==> src/rtl/mem_access_ctrl_pkg.sv <==
// Shared definitions for the memory-access controller: load/store op
// encodings, FSM state encoding, default ack timeout and the alignment rule.
package mem_access_ctrl_pkg;

  localparam int LOADOP_W        = 3;
  localparam int ACK_TIMEOUT_DEF = 255;

  typedef enum logic [LOADOP_W-1:0] {
    LOP_NONE = 3'd0,
    LOP_LB   = 3'd1,
    LOP_LBU  = 3'd2,
    LOP_LH   = 3'd3,
    LOP_LHU  = 3'd4,
    LOP_LW   = 3'd5
  } loadop_e;

  typedef enum logic [1:0] {
    SOP_NONE = 2'b00,
    SOP_SB   = 2'b01,
    SOP_SH   = 2'b10,
    SOP_SW   = 2'b11
  } storeop_e;

  typedef enum logic [1:0] {
    ST_IDLE = 2'd0,
    ST_BUSY = 2'd1,
    ST_DONE = 2'd2
  } state_e;

  // A store op takes precedence, so the load kind is only consulted when
  // no store is present.
  function automatic logic misaligned(input logic [1:0]          storeop,
                                      input logic [LOADOP_W-1:0] loadop,
                                      input logic [1:0]          a);
    logic m;
    m = 1'b0;
    if (storeop != SOP_NONE) begin
      if (storeop == SOP_SH)      m = a[0];
      else if (storeop == SOP_SW) m = |a;
    end else if (loadop == LOP_LH || loadop == LOP_LHU) begin
      m = a[0];
    end else if (loadop == LOP_LW) begin
      m = |a;
    end
    return m;
  endfunction

endpackage

==> src/rtl/mem_access_ctrl_store_align.sv <==
// store_align: combinational byte-lane steering for stores.
// Ports:
//   storeop  in  2   store kind (SOP_NONE yields read enables: all lanes, zero data)
//   addr     in  2   low address bits selecting the lane(s)
//   data     in  32  register value; low byte/half/word is stored
//   be       out 4   byte enables, bit i = lane i
//   wdata    out 32  store data replicated across lanes
module store_align
  import mem_access_ctrl_pkg::*;
(
  input  logic [1:0]  storeop,
  input  logic [1:0]  addr,
  input  logic [31:0] data,
  output logic [3:0]  be,
  output logic [31:0] wdata
);

  always_comb begin
    be    = 4'b1111;
    wdata = '0;
    case (storeop)
      SOP_SB: begin
        be    = 4'b0001 << addr;
        wdata = {4{data[7:0]}};
      end
      SOP_SH: begin
        be    = addr[1] ? 4'b1100 : 4'b0011;
        wdata = {2{data[15:0]}};
      end
      SOP_SW: begin
        be    = 4'b1111;
        wdata = data;
      end
      default: ;
    endcase
  end

endmodule

==> src/rtl/mem_access_ctrl.sv <==
// mem_access_ctrl: MEM-stage controller turning an EX_MEM load/store into a
// single RAM request/ack handshake, stalling the pipeline while it is open.
// Ports:
//   clk, rst                     clock, synchronous active-high reset
//   ex_valid/loadop/storeop/addr/storedata   instruction in EX_MEM
//   ram_req/we/addr/be/wdata     request to RAM, held until ack or timeout
//   ram_ack, ram_rdata           RAM completion and read word
//   stall_req                    freeze IF..EX_MEM
//   load_data, low_addr          last completed read word and its byte offset
//   load_valid                   one-cycle: read completed (DONE cycle)
//   misalign, bus_err            one-cycle error pulses
module mem_access_ctrl
  import mem_access_ctrl_pkg::*;
#(
  parameter int ACK_TIMEOUT = ACK_TIMEOUT_DEF
) (
  input  logic                clk,
  input  logic                rst,
  input  logic                ex_valid,
  input  logic [LOADOP_W-1:0] ex_loadop,
  input  logic [1:0]          ex_storeop,
  input  logic [31:0]         ex_addr,
  input  logic [31:0]         ex_storedata,
  output logic                ram_req,
  output logic                ram_we,
  output logic [29:0]         ram_addr,
  output logic [3:0]          ram_be,
  output logic [31:0]         ram_wdata,
  input  logic                ram_ack,
  input  logic [31:0]         ram_rdata,
  output logic                stall_req,
  output logic [31:0]         load_data,
  output logic [1:0]          low_addr,
  output logic                load_valid,
  output logic                misalign,
  output logic                bus_err
);

  localparam int CNT_W = $clog2(ACK_TIMEOUT + 1);

  state_e           state, state_n;
  logic [CNT_W-1:0] cnt;
  logic [1:0]       pend_low;
  logic             access, mis, timeout;
  logic [3:0]       be;
  logic [31:0]      wdata;

  assign access  = ex_valid && (ex_storeop != SOP_NONE || ex_loadop != LOP_NONE);
  assign mis     = misaligned(ex_storeop, ex_loadop, ex_addr[1:0]);
  // cnt holds the number of BUSY cycles already spent, so the last allowed
  // cycle is the one where cnt == ACK_TIMEOUT-1.
  assign timeout = (cnt == CNT_W'(ACK_TIMEOUT - 1));

  store_align u_align (
    .storeop (ex_storeop),
    .addr    (ex_addr[1:0]),
    .data    (ex_storedata),
    .be      (be),
    .wdata   (wdata)
  );

  always_comb begin
    state_n   = state;
    stall_req = 1'b0;
    case (state)
      ST_IDLE: if (access && !mis) begin
        stall_req = 1'b1;
        state_n   = ST_BUSY;
      end
      ST_BUSY: begin
        stall_req = 1'b1;
        if (ram_ack || timeout) state_n = ST_DONE;
      end
      ST_DONE: state_n = ST_IDLE;
      default: state_n = ST_IDLE;
    endcase
  end

  always_ff @(posedge clk) begin
    if (rst) begin
      state      <= ST_IDLE;
      cnt        <= '0;
      pend_low   <= '0;
      ram_req    <= 1'b0;
      ram_we     <= 1'b0;
      ram_addr   <= '0;
      ram_be     <= '0;
      ram_wdata  <= '0;
      load_data  <= '0;
      low_addr   <= '0;
      load_valid <= 1'b0;
      misalign   <= 1'b0;
      bus_err    <= 1'b0;
    end else begin
      state      <= state_n;
      load_valid <= 1'b0;
      misalign   <= 1'b0;
      bus_err    <= 1'b0;
      case (state)
        ST_IDLE: begin
          if (access && !mis) begin
            ram_req   <= 1'b1;
            ram_we    <= (ex_storeop != SOP_NONE);
            ram_addr  <= ex_addr[31:2];
            ram_be    <= be;
            ram_wdata <= wdata;
            pend_low  <= ex_addr[1:0];
            cnt       <= '0;
          end else if (access) begin
            misalign  <= 1'b1;
          end
        end
        ST_BUSY: begin
          cnt <= cnt + 1'b1;
          // ack beats a simultaneous timeout
          if (ram_ack) begin
            ram_req <= 1'b0;
            if (!ram_we) begin
              load_data  <= ram_rdata;
              low_addr   <= pend_low;
              load_valid <= 1'b1;
            end
          end else if (timeout) begin
            ram_req <= 1'b0;
            bus_err <= 1'b1;
          end
        end
        default: ;
      endcase
    end
  end

endmodule

==> config.mk <==
export PLATFORM = sky130hd
export DESIGN_NAME = mem_access_ctrl
export DESIGN_NICKNAME = d
export VERILOG_FILES = /design/src/rtl/mem_access_ctrl_pkg.sv /design/src/rtl/mem_access_ctrl_store_align.sv /design/src/rtl/mem_access_ctrl.sv
export SDC_FILE = /design/constraint.sdc
export NUM_CORES = 1
export LEC_CHECK = 0
export ABC_AREA = 1
export CAP_MARGIN = 25
export CORE_MARGIN = 2
export CORE_UTILIZATION = 46
export CTS_CLUSTER_DIAMETER = 100
export CTS_CLUSTER_SIZE = 12
export DETAILED_ROUTE_END_ITERATION = 10
export GPL_ROUTABILITY_DRIVEN = 0
export PLACE_DENSITY_LB_ADDON = 0.12
export SYNTH_ARGS = -nofsm -noshare
export SYNTH_HDL_FRONTEND = slang
export SYNTH_SLANG_ARGS = --single-unit
==> constraint.sdc <==
create_clock -name clk -period 2.4 [get_ports clk]
set_input_delay 0.24 -clock clk [delete_from_list [all_inputs] [get_ports clk]]
set_output_delay 0.24 -clock clk [all_outputs]
set_load 0.02 [all_outputs]
==> results of run 1 <==
-- Yosys cell counts --
cell	n	area (µm²)
nor2_1	82	308
buf_6	7	78.8
ha_1	6	75.1
clkinv_1	1	3.75
o2111ai_1	1	8.76
nor2_4	1	11.3
nand2_1	209	785
o22ai_1	1	6.26
o21ai_0	40	200
dfxtp_1	117	2340
nand4_1	30	188
clkbuf_1	20	75.1
nor3_1	1	5.00
a31o_2	1	8.76
a2bb2oi_1	1	8.76
buf_2	11	55.1
nor2_2	1	6.26
nand3_2	1	10.0
inv_2	2	7.51
nand3_1	47	235
a21o_1	1	7.51
a21oi_1	79	395
o21bai_1	1	7.51
buf_4	7	52.6
inv_1	53	199
buf_1	5	18.8
-- logic make-up after synthesis --
kind of cell / share of synthesized area
AOI/OAI and AO/OA: 0.126
adders and majority gates: 0.0147
buffers and inverters: 0.0962
DFF: 0.459
and+or+nand+nor: 0.304
-- state kept, by name (all words and copies together), names as in the netlist, 2 cells and up --
name / flops
cnt: 8
load_data: 32
low_addr: 2
pend_low: 2
ram_addr: 30
ram_be: 4
ram_wdata: 32
state: 2
-- critical path, stage by stage --
cell	delay, ns
clkdlybuf4s50_1	0.51
inv_1	0.08
ha_1	0.23
nand3_1	0.11
nand2_1	0.10
nor2_4	0.13
nand3_2	0.08
nand2_1	0.09
dlygate4sd2_1	0.36
-- area by class of cell --
class | count | area, µm²
clock buffers | 21 | 459
clock inverters | 11 | 150
fillers | 879 | 2990
inverters | 56 | 210
multi-input cells | 503 | 2270
flip-flops and latches | 117 | 2340
well taps | 140 | 175
repair buffers | 227 | 2250
-- layer usage --
layer | track usage | vias to the layer above
li1 | - | 2733
met1 | 0.306 | 2508
met2 | 0.441 | 222
met3 | 0.0628 | 24
met4 | 0.100 | 0
met5 | 0 | -
-- path summary, 6_finish.rpt --
path	slack, ns	start	to	cells after the start
worst min-delay path	0.28	ex_addr[15]	ram_addr[13]$_SDFFE_PP0P_	3
worst max register to register	0.60	state[1]$_SDFFE_PP0P_	load_data[15]$_SDFFE_PP0P_	5
worst max-delay path	0.22	ex_storeop[0]	stall_req	9
worst min register to register	0.46	ram_wdata[1]$_SDFFE_PP0P_	ram_wdata[1]$_SDFFE_PP0P_	2
-- power by group --
group          internal [mW]  switching [mW]  leakage (nW)
logic                  0.502           0.576          1.99
registers               2.06          0.0664         0.953
clock network           1.66           0.894         0.282
total                   4.23            1.54          3.22
==> out/qor.csv, run 1 <==
stage;metric;value;unit
outcome;status;finished, final reports clean;
cts;clock slew at reported path FFs;0.06;ns
finish;design area;0.00785;mm²
drt;DR WL met2;7.41;mm
global_routing;first-pass GRT wire length;24.1;mm
finish;Area Overhead vs Synth;54.0;%
sta;Final Cycle Share;0.910;
place;total placed cells including tap cells;1043;
cts;root buffer cell;clkbuf_8;
yosys;register area share after synthesis;0.459;
sta;Slew Viols, Final;0;
worst_setup_path;CP Capture Type;primary output;
worst_setup_path;worst setup path class;primary input to primary output;
power;leakage power;3.22;nW
drt;drt pass-1 iters;5;
worst_setup_path;data arrival at the endpoint of the critical path;1.94;ns
die;die footprint;0.0119;mm²
drt;max layer used;met4;
die;core area;0.0108;mm²
die;Initial Utilization;0.470;
drt;WL met1;6.21;mm
global_routing;initial antenna violation count;0;
place;dpl ws;-0.0510;ns
cts;CTS tree;yes;
power;Pwr Total;5.76;mW
cts;clock latency on the worst-skew pair;0.52;ns
finish;utilization after layout;0.724;
drt;DRC Markers;0;
place;placed cell area;0.00725;mm²
yosys;Yosys reg bits;117;
cts;TritonCTS Buffers;17;
die;row cnt;38;
die;die width;109;µm
drt;Routed wire per std cell;14.0;µm
place;Final HPWL DP;10.4;mm
cts;post_cts resized;1;
drt;WL met3;1.14;mm
sta;FMAX;458;MHz
sta;Worst Setup Slack, final;0.217;ns
sta;Hold Slack;0.275;ns
finish;Non-Filler Instances;1075;
sta;RSZ-0062 raised after global routing;false;
sta;Final Hold Vio Count;0;
sta;Worst-Margin Slew;0.880;ns
yosys;synth unique cells;26;
finish;commonest non-fill, non-tap cell in the layout;nand2_1;
cts;hold buffers post-CTS;0;
yosys;syn avg cell area;7.02;µm²
cts;Clock Sinks;117;
sta;setup TNS;0;ns
global_routing;Congestion Overflow GR;0;
finish;commonest cells after routing, fill and taps aside;nand2_1, clkdlybuf4s50_1, dfxtp_1, nor2_1, a21oi_1;
hold_path;Hold Crit Class;primary input to flop;
power;PD cells;734;mW/mm²
yosys;synthesized cell area;0.00510;mm²
global_routing;largest net degree at the start of global routing;75;
sta;endpoints failing setup;0;
global_routing;Tot GR Track Use;0.256;
power;Max VDD drop;0.000390;V
cts;number of H-tree levels;4;
drt;Post-DRT Antenna Nets;0;
finish;layout cells sized above 1;0.0599;
drt;final wirelength;15.1;mm
sta;worst clock skew;0.00470;ns
drt;vias;5487;
drt;Starting DRT DRC Count;508;
drt;drt via density;5.10;
die;DIE HEIGHT;109;µm
die;# IOs;211;
place;IO Port Bufs;210;
yosys;Mapped Nets;837;
finish;Ant. Diodes;0;
worst_setup_path;maximum fanout along the worst path;4;
yosys;yosys warns;0;
sta;post-route minimum period;2.18;ns
cts;Max clock buf depth;2;
global_routing;vias in the first global route;5212;
worst_setup_path;Worst Setup Start Kind;primary input;
cts;Setup Fix Bufs, Post-CTS;0;
worst_setup_path;CP required;2.16;ns
sta;slew margin rel.;0.409;
job;max-cap check violation count;0;
finish;final net count;1033;
yosys;Cells after Synth;726;
Power figures use the tool's default switching activity.
==> inputs of run 2 (changes only) <==
--- a/config.mk
+++ b/config.mk
@@ -6,7 +6,7 @@
 export NUM_CORES = 1
 export LEC_CHECK = 0
 export ABC_AREA = 1
-export CAP_MARGIN = 25
+export CAP_MARGIN = 20
 export CORE_MARGIN = 2
 export CORE_UTILIZATION = 46
 export CTS_CLUSTER_DIAMETER = 100
@@ -14,6 +14,7 @@
 export DETAILED_ROUTE_END_ITERATION = 10
 export GPL_ROUTABILITY_DRIVEN = 0
 export PLACE_DENSITY_LB_ADDON = 0.12
+export SKIP_CTS_REPAIR_TIMING = 1
 export SYNTH_ARGS = -nofsm -noshare
 export SYNTH_HDL_FRONTEND = slang
 export SYNTH_SLANG_ARGS = --single-unit
==> run 2 against run 1 <==
Compared with the run above: power barely moved; die area is the same; combinational power barely moved; critical path depth unchanged; final area about the same; non-clock buffer count unchanged; clock power about the same; largest power group unchanged; global-route usage did not move; clock skew hardly changed; highest routed layer unchanged; worst hold slack hardly changed; clock-buffer cell count is the same.
==> out/qor.csv, run 2 (synthesis results as in run 1) <==
stage;metric;value;unit
outcome;status;finished, final reports clean;
global_routing;GRT met1 Usage;0.306;
drt;Starting DRT DRC Count;519;
sta;Worst Setup Slack, final;0.331;ns
power;Max VDD drop;0.000390;V
die;die width;109;µm
worst_setup_path;flop-to-flop setup slack;0.62;ns
finish;design area;0.00786;mm²
job;max-cap check violation count;0;
drt;drt via density;5.11;
place;dpl ws;-0.0510;ns
drt;final wirelength;15.0;mm
worst_setup_path;Critical R2R Capture;load_data[15]$_SDFFE_PP0P_;
worst_setup_path;Crit path max-delay family;buffers and inverters;
global_routing;vias in the first global route;5212;
cts;Clock Sinks;117;
worst_setup_path;CP max stage delay;0.51;ns
drt;Routed wire per std cell;14.0;µm
hold_path;Hold Crit Class;primary input to flop;
finish;final-layout fill cell count;882;
hold_path;WHS Path Cells;3;
worst_setup_path;Register-to-Register Path Depth;5;
power;Clock Power Share;0.443;
sta;Final Cycle Share;0.862;
sta;slew margin rel.;0.400;
drt;drt pass-1 iters;5;
worst_setup_path;maximum fanout along the worst path;4;
power;Logic pwr share;0.187;
worst_setup_path;Worst Setup Start Kind;primary input;
finish;Regs by FF count;load_data (32), ram_wdata (32), ram_addr (30);
drt;vias;5497;
finish;commonest non-fill, non-tap cell in the layout;nand2_1;
hold_path;hold_sp;ex_addr[15];
cts;TritonCTS Buffers;17;
power;PD cells;733;mW/mm²
worst_setup_path;slowest CP cell;clkdlybuf4s50_1;
global_routing;initial antenna violation count;0;
cts;Max clock buf depth;2;
place;placed cell area;0.00725;mm²
worst_setup_path;CP required;2.16;ns
sta;Slew Viols, Final;0;
finish;Ant. Diodes;0;
cts;CTS tree;yes;
cts;root buffer cell;clkbuf_8;
global_routing;first-pass GRT wire length;24.1;mm
die;row cnt;38;
power;Sw Share;0.266;
finish;layout cells sized above 1;0.0610;
sta;Worst-Margin Slew;0.894;ns
global_routing;met2 Use GR;0.441;
drt;DRC Markers;0;
cts;number of H-tree levels;4;
sta;setup TNS;0;ns
die;Initial Utilization;0.470;
worst_setup_path;Buffers & Inverters on Critical Path;3;
sta;post-route minimum period;2.07;ns
sta;RSZ-0062 raised after global routing;false;
sta;worst clock skew;0.00463;ns
global_routing;layer carrying the most global-route usage;met2;
finish;commonest cells after routing, fill and taps aside;nand2_1, clkdlybuf4s50_1, dfxtp_1, nor2_1, a21oi_1;
power;sw power;1.53;mW
worst_setup_path;CP cell instances;clkdlybuf4s50_1, inv_1, ha_1, nand3_1, nand2_1, nor2_4, nand3_2, nand2_1, dlymetal6s2s_1;
place;IO Port Bufs;210;
global_routing;GR met3 Demand/Resource;0.0628;
finish;Area Overhead vs Synth;54.2;%
worst_setup_path;reg2reg start;state[1]$_SDFFE_PP0P_;
worst_setup_path;CP Capture Type;primary output;
die;DIE HEIGHT;109;µm
sta;Final Hold Vio Count;0;
power;leakage power;3.23;nW
worst_setup_path;worst setup path class;primary input to primary output;
finish;final net count;1033;
cts;clock slew at reported path FFs;0.06;ns
die;die footprint;0.0119;mm²
sta;endpoints failing setup;0;
worst_setup_path;Worst path most repeated cell;nand2_1;
global_routing;largest net degree at the start of global routing;75;
worst_setup_path;data arrival at the endpoint of the critical path;1.83;ns
place;Final HPWL DP;10.4;mm
die;core area;0.0108;mm²
power;Seq pwr share;0.369;
global_routing;Tot GR Track Use;0.256;
power;Internal Pwr Total;4.23;mW
sta;FMAX;483;MHz
cts;clock latency on the worst-skew pair;0.51;ns
drt;Post-DRT Antenna Nets;0;
hold_path;Hold EP;ram_addr[13]$_SDFFE_PP0P_;
die;# IOs;211;
global_routing;Congestion Overflow GR;0;
==> run 2: cell count changes in the layout (fill, tap and decap cells not counted), sizes merged <==
| cell | previous run | this run |
|---|---|---|
| dlygate4sd2 | 1 | 0 |
| dlymetal6s2s | 0 | 1 |
==> run 2: worst register-to-register path: cells and delay by family (launching register included) <==
| kind | cells | cell delay, ns |
|---|---|---|
| buf+inv | 1 | 0.70 |
| flops | 1 | 0.37 |
| simple gates | 4 | 0.61 |
==> run 2: worst max-delay path by stage <==
stage,start,to,slack (ns),cells after the start
after floorplan,ex_storeop[0],stall_req,0.76,11
after global placement,ex_storeop[0],stall_req,-0.007,11
after detailed placement,ex_storeop[0],ram_addr[28]$_SDFFE_PP0P_,-0.05,14
after CTS,ex_storeop[0],stall_req,-0.06,9
after global routing,ex_storeop[0],stall_req,0.19,11
final,ex_storeop[0],stall_req,0.33,9
==> run 2: through the flow <==
step / utilization / hold slack (ns) / instances / power (mW)
5_1_grt: 0.725 / 0.274 / 1075 / 6.01
2_1_floorplan: - / 0.319 / 726 / 2.74
6_report: 0.725 / 0.276 / 1075 / 5.76
4_1_cts: 0.725 / 0.254 / 1075 / 5.80
3_3_place_gp: 0.668 / 0.448 / 1043 / 3.22
3_5_place_dp: 0.668 / 0.455 / 1043 / 3.24
==> run 2: layout make-up <==
| type | instances | area [µm²] | area share |
|---|---|---|---|
| multi-input combinational | 503 | 2270 | 0.289 |
| inverter | 56 | 210 | 0.0267 |
| tap | 140 | 175 | 0.0223 |
| sequential | 117 | 2340 | 0.298 |
| clock buffer | 21 | 459 | 0.0584 |
| clock inverter | 11 | 150 | 0.0191 |
| timing repair buffer | 227 | 2250 | 0.287 |
==> run 2: routing by layer <==
metal  routed length (µm)  share of wire  vias to the layer above
li1                     -              -                     2734
met1                 6210           0.41                     2520
met2                 7390           0.49                      220
met3                 1160          0.077                       23
met4                  290          0.019                        0
met5                    0              0                        -
==> run 2: power by group through the flow <==
stage          sequential, mW  combinational, mW  clock [mW]
2_1_floorplan            2.29              0.442           0
3_3_place_gp             2.16               1.06           0
3_5_place_dp             2.17               1.07           0
4_1_cts                  2.13               1.08        2.59
5_1_grt                  2.14               1.18        2.69
6_report                 2.13               1.08        2.56
